--- src/rtl/instruction_decoder_pkg.sv ---
// Shared definitions for the two-byte fetch instruction decoder: widths,
// opcode constants, FSM state encoding and instruction-register field positions.
package instruction_decoder_pkg;

  localparam int unsigned ADDR_W = 8;
  localparam int unsigned BYTE_W = 8;
  localparam int unsigned IR_W   = 16;
  localparam int unsigned OP_W   = 4;
  localparam int unsigned REG_W  = 3;
  localparam int unsigned IMM_W  = 6;

  localparam int unsigned OPCODE_MSB = 15;
  localparam int unsigned OPCODE_LSB = 12;
  localparam int unsigned RD_MSB     = 11;
  localparam int unsigned RD_LSB     = 9;
  localparam int unsigned RS_MSB     = 8;
  localparam int unsigned RS_LSB     = 6;
  localparam int unsigned IMM_MSB    = 5;
  localparam int unsigned IMM_LSB    = 0;

  localparam logic [OP_W-1:0] OP_ADDI = 4'h8;
  localparam logic [OP_W-1:0] OP_SUBI = 4'h9;
  localparam logic [OP_W-1:0] OP_LDI  = 4'hA;
  localparam logic [OP_W-1:0] OP_BRO  = 4'hB;
  localparam logic [OP_W-1:0] OP_ANDI = 4'hC;
  localparam logic [OP_W-1:0] OP_ORI  = 4'hD;
  localparam logic [OP_W-1:0] OP_HALT = 4'hF;

  typedef enum logic [1:0] {
    FETCH_HI = 2'd0,
    FETCH_LO = 2'd1,
    VALID    = 2'd2,
    HALTED   = 2'd3
  } state_t;

endpackage

--- src/rtl/instruction_decoder_program_counter.sv ---
// 8-bit fetch program counter: load has priority over increment, wraps silently.
module instruction_decoder_program_counter
  import instruction_decoder_pkg::*;
(
  input  logic              clk,
  input  logic              rst_n,
  input  logic              inc,
  input  logic              load,
  input  logic [ADDR_W-1:0] load_value,
  output logic [ADDR_W-1:0] pc
);

  always_ff @(posedge clk or negedge rst_n) begin
    if (!rst_n) begin
      pc <= '0;
    end else if (load) begin
      pc <= load_value;
    end else if (inc) begin
      pc <= pc + ADDR_W'(1);
    end
  end

endmodule

--- src/rtl/instruction_decoder.sv ---
// Fetches 16-bit instructions as two bytes (high first), presents decoded
// fields until accepted, supports branch redirect and a terminal halt state.
module instruction_decoder
  import instruction_decoder_pkg::*;
(
  input  logic              clk,
  input  logic              rst_n,
  output logic [ADDR_W-1:0] mem_addr,
  output logic              mem_read,
  input  logic [BYTE_W-1:0] mem_data,
  input  logic              mem_ready,
  input  logic              branch,
  input  logic [ADDR_W-1:0] branch_target,
  output logic              decode_valid,
  input  logic              decode_accept,
  output logic [OP_W-1:0]   opcode,
  output logic [REG_W-1:0]  rd,
  output logic [REG_W-1:0]  rs,
  output logic [IMM_W-1:0]  immediate_data,
  output logic              cs,
  output logic              halt
);

  state_t            state_q, state_d;
  logic [IR_W-1:0]   ir_q;
  logic              pc_inc, pc_load, load_hi, load_lo;
  logic              fetch_done;

  // A byte only counts while a request is actually outstanding.
  assign fetch_done = mem_read & mem_ready;

  instruction_decoder_program_counter u_pc (
    .clk        (clk),
    .rst_n      (rst_n),
    .inc        (pc_inc),
    .load       (pc_load),
    .load_value (branch_target),
    .pc         (mem_addr)
  );

  // Next-state logic; branch outranks both memory and consumer handshakes.
  always_comb begin
    state_d = state_q;
    pc_inc  = 1'b0;
    pc_load = 1'b0;
    load_hi = 1'b0;
    load_lo = 1'b0;
    case (state_q)
      FETCH_HI: begin
        if (branch) begin
          pc_load = 1'b1;
          state_d = FETCH_HI;
        end else if (fetch_done) begin
          load_hi = 1'b1;
          pc_inc  = 1'b1;
          state_d = FETCH_LO;
        end
      end
      FETCH_LO: begin
        if (branch) begin
          pc_load = 1'b1;
          state_d = FETCH_HI;
        end else if (fetch_done) begin
          load_lo = 1'b1;
          pc_inc  = 1'b1;
          state_d = VALID;
        end
      end
      VALID: begin
        if (branch) begin
          pc_load = 1'b1;
          state_d = FETCH_HI;
        end else if (decode_accept && decode_valid) begin
          state_d = (ir_q[OPCODE_MSB:OPCODE_LSB] == OP_HALT) ? HALTED : FETCH_HI;
        end
      end
      HALTED:  state_d = HALTED;
      default: state_d = FETCH_HI;
    endcase
  end

  // Handshake flags are registered from the next state so they align with it.
  always_ff @(posedge clk or negedge rst_n) begin
    if (!rst_n) begin
      state_q      <= FETCH_HI;
      mem_read     <= 1'b0;
      decode_valid <= 1'b0;
      halt         <= 1'b0;
    end else begin
      state_q      <= state_d;
      mem_read     <= (state_d == FETCH_HI) || (state_d == FETCH_LO);
      decode_valid <= (state_d == VALID);
      halt         <= (state_d == HALTED);
    end
  end

  // Instruction register; cs is decoded inline as the high byte lands.
  always_ff @(posedge clk or negedge rst_n) begin
    if (!rst_n) begin
      ir_q <= '0;
      cs   <= 1'b0;
    end else begin
      if (load_hi) begin
        ir_q[15:8] <= mem_data;
        cs         <= (mem_data[7:4] == OP_ADDI) || (mem_data[7:4] == OP_SUBI) ||
                      (mem_data[7:4] == OP_LDI)  || (mem_data[7:4] == OP_BRO);
      end
      if (load_lo) begin
        ir_q[7:0] <= mem_data;
      end
    end
  end

  assign opcode         = ir_q[OPCODE_MSB:OPCODE_LSB];
  assign rd             = ir_q[RD_MSB:RD_LSB];
  assign rs             = ir_q[RS_MSB:RS_LSB];
  assign immediate_data = ir_q[IMM_MSB:IMM_LSB];

endmodule

--- config.mk ---
export PLATFORM = sky130hd
export DESIGN_NAME = instruction_decoder
export DESIGN_NICKNAME = d
export VERILOG_FILES = /design/src/rtl/instruction_decoder_pkg.sv /design/src/rtl/instruction_decoder_program_counter.sv /design/src/rtl/instruction_decoder.sv
export SDC_FILE = /design/constraint.sdc
export NUM_CORES = 1
export LEC_CHECK = 0
export ABC_AREA = 1
export BUFFER_PORTS_ARGS = -buffer_cell sky130_fd_sc_hd__buf_2
export CORE_MARGIN = 2
export CORE_UTILIZATION = 34
export CTS_CLUSTER_SIZE = 14
export DETAILED_ROUTE_END_ITERATION = 10
export PLACE_DENSITY_LB_ADDON = 0.2
export SYNTH_ARGS = -nofsm -noshare
export SYNTH_HDL_FRONTEND = slang
export SYNTH_HIERARCHICAL = 1
export SYNTH_SLANG_ARGS = --single-unit
export TNS_END_PERCENT = 50
--- constraint.sdc ---
create_clock -name clk -period 2.35 [get_ports clk]
set_input_delay 0.1175 -clock clk [delete_from_list [all_inputs] [get_ports clk]]
set_output_delay 0.1175 -clock clk [all_outputs]
set_load 0.05 [all_outputs]
==> metrics.csv <==
metric;value;unit
yosys_most_used_dff;sky130_fd_sc_hd__dfrtp_1;
max_clock_freq;0.711;GHz
setup-tns-final;0;ns
gp_congestion;0.722;
grt_overflow_total;0;
fin_util;43.7;%
pin_count_of_the_biggest_net_entering_global_routing;31;
tritoncts_clock_tree;built;
reg_power_share;33.5;%
grt_pass1_wl;5530;um
initialDrtViolationCount;34;
fp-row-count;24;
cp.arrival;1.57;ns
timing.hold.ws;0.0462;ns
syn_inst_count;166;
post-route-drc-count;0;
worst_ir_drop_vdd;0.000991;V
synth_area_leader_cell;sky130_fd_sc_hd__dfrtp_1;
number_of_nets_in_the_final_layout;241;
num_vias;1236;
port_buffers;48;
tritoncts.num_buffers;5;
cts_max_level;2;
max_cap_viol_count;0;
die_area;4960;sq um
synthDistinctLibCells;23;
cellLeakagePower;1.03;nW
initial_antenna_violation_count;0;
drt-pass1-iter-count;4;
grt_setup_unrepaired;false;
min_period_over_period;59.9;%
postSynthRegisterBits;30;
share_clk_of_total_power;16.9;%
p_switching;1.25;mW
crit_path_start_kind;flip-flop;
multi_input_area;646;sq um
netSwitchingFraction;50.5;%
path_clk_slew;0.06;ns
postSynthAreaPerCell;9.04;sq um
synth-seq-area-share;50.0;%
synth.top_cells.by_count;52 x sky130_fd_sc_hd__nand2_1, 30 x sky130_fd_sc_hd__dfrtp_1, 15 x sky130_fd_sc_hd__inv_1;
final_max_slew_viol_count;0;
post-synth-top-count-cell;sky130_fd_sc_hd__nand2_1;
finalNonFillerCells;272;
initial_core_util;34.9;%
drt-total-wl;3050;um
hpwlAfterDp;2300;um
worstSkewPairLatency;0.27;ns
filler_cell_count;451;
detailedPlace.worstSlack;0.924;ns
post-synth-top-area-fraction;50.0;%
coreArea;4290;sq um
timing.final.hold_violations;0;
setup-violations-final;0;
worst_slack;0.943;ns
global_route.usage.total;13.9;%
relSlewSlack;54.9;%
comb_power_share;49.6;%
postSynth.asyncResetShare;100;%
postPlaceCellArea;1780;sq um
synth_nets;188;
total_placed_cells_including_tap_cells;263;
hold_path.class;input pin to flip-flop;
detail_route.wl_per_cell;11.2;um
routed_via_density;4.54;
grt_pass1_vias;1240;
tightestPinTransition;0.676;ns
min_period;1.41;ns
number_of_enable_flip_flop_cells_after_synthesis;0;
drive_gt1_share;40.5;%
critical_path_peak_fanout;10;
timing.critical_path.to_type;flip-flop;
num_antenna_cells;0;
worst_ep_required_time;2.51;ns
worst-setup-path-type;flip-flop to flip-flop;
synth.top_cells.by_area;sky130_fd_sc_hd__dfrtp_1 50%, sky130_fd_sc_hd__nand2_1 13%, sky130_fd_sc_hd__o21ai_2 8.2%;
post_syn_area;1500;sq um
ios;49;
stdcell_area;1880;sq um
pwr_density_cell;1320;nW/um^2
synth-warning-count;6;
fin_worst_skew;0.00749;ns
ant_nets;0;
clock_sink_count;30;
die_y;70.4;um
seqCellArea;751;sq um
die-width;70.4;um
clk_root_buffer_cell;sky130_fd_sc_hd__clkbuf_8;
cell_internal_pwr;1.23;mW
run_status;finished, final reports clean;
flow.area_growth_from_synthesis;25.1;%
power.total;2.48;mW
ctsResizeCount;0;
clock_tree.buffer_depth;2;
cells in the final DEF, fill, tap and decap left out, types with 3 or more instances in the layout:
| master | count |
|---|---|
| sky130_fd_sc_hd__nand2_2 | 6 |
| sky130_fd_sc_hd__inv_2 | 3 |
| sky130_fd_sc_hd__o21ai_2 | 14 |
| sky130_fd_sc_hd__a22oi_1 | 6 |
| sky130_fd_sc_hd__inv_1 | 15 |
| sky130_fd_sc_hd__clkbuf_8 | 6 |
| sky130_fd_sc_hd__buf_2 | 48 |
| sky130_fd_sc_hd__nor2_4 | 3 |
| sky130_fd_sc_hd__nand3_1 | 11 |
| sky130_fd_sc_hd__dfrtp_1 | 30 |
| sky130_fd_sc_hd__nor2_1 | 7 |
| sky130_fd_sc_hd__nand2_1 | 52 |
| sky130_fd_sc_hd__nor2_2 | 3 |
cell type report:
class | count | area share [%]
Sequential cell | 30 | 40.0
Inverter | 19 | 3.93
Tap cell | 52 | 3.47
Multi-Input combinational cell | 114 | 34.4
Timing Repair Buffer | 49 | 13.3
Clock inverter | 1 | 0.267
Clock buffer | 7 | 4.60
flip-flops by register name (all words and copies together) (netlist names):
signal,count
decode_valid,1
cs,1
mem_read,1
halt,1
ir_q,16
u_pc/pc,8
state_q,2
kinds of logic after synthesis:
kind of cell / count (synthesis) / share of synthesized area (%)
simple gates: 86 / 27.9
flops: 30 / 50.0
fa+ha+maj: 1 / 0.834
xor+xnor: 2 / 1.17
compound gates: 25 / 13.2
buf+inv: 22 / 6.92
path summary, 6_finish.rpt:
check / to / slack (ns) / depth (start not counted) / from
setup / recovery: u_pc/pc[6] / 0.94 / 6 / state_q[1]
hold / removal: cs / 0.05 / 2 / mem_data[6]
setup reg to reg: u_pc/pc[6] / 0.94 / 6 / state_q[1]
hold reg to reg: ir_q[1] / 0.47 / 2 / ir_q[1]
max in group asynchronous: u_pc/pc[1] / 1.49 / 2 / rst_n
min in group asynchronous: mem_read / 0.41 / 2 / rst_n
critical path, stage by stage (launching register included):
cell,delay [ns]
sky130_fd_sc_hd__dfrtp_1,0.40
sky130_fd_sc_hd__nand2_1,0.09
sky130_fd_sc_hd__nand2_1,0.07
sky130_fd_sc_hd__inv_1,0.36
sky130_fd_sc_hd__nor2_4,0.13
sky130_fd_sc_hd__a22oi_1,0.16
sky130_fd_sc_hd__nand2_1,0.08
power groups by stage:
stage          sequential (mW)  combinational, mW  clock (mW)
3_5_place_dp             0.840               1.25           0
6_report                 0.832               1.23       0.419
2_1_floorplan             1.45              0.364           0
3_3_place_gp             0.841               1.24           0
4_1_cts                  0.835               1.25       0.442
5_1_grt                  0.863               1.33       0.466
layer usage:
metal  wire length (um)  part of all wire (%)  vias to the layer above  GRT usage (%)
met4                 36                   1.2                        0           5.13
li1                   -                     -                      637              -
met3                273                   9.0                        4           4.62
met1               1400                    46                      551           17.5
met2               1340                    44                       44           22.1
met5                  0                     0                        -              0
what timing repair did:
action / 4_1_cts / 5_1_grt
hold buffers: 1 / 0
setup buffers: 0 / 0
setup endpoints to repair: 0 / 0
endpoints found under the hold margin: 30 / 0
Note: power is estimated with default switching activity, not from simulation.
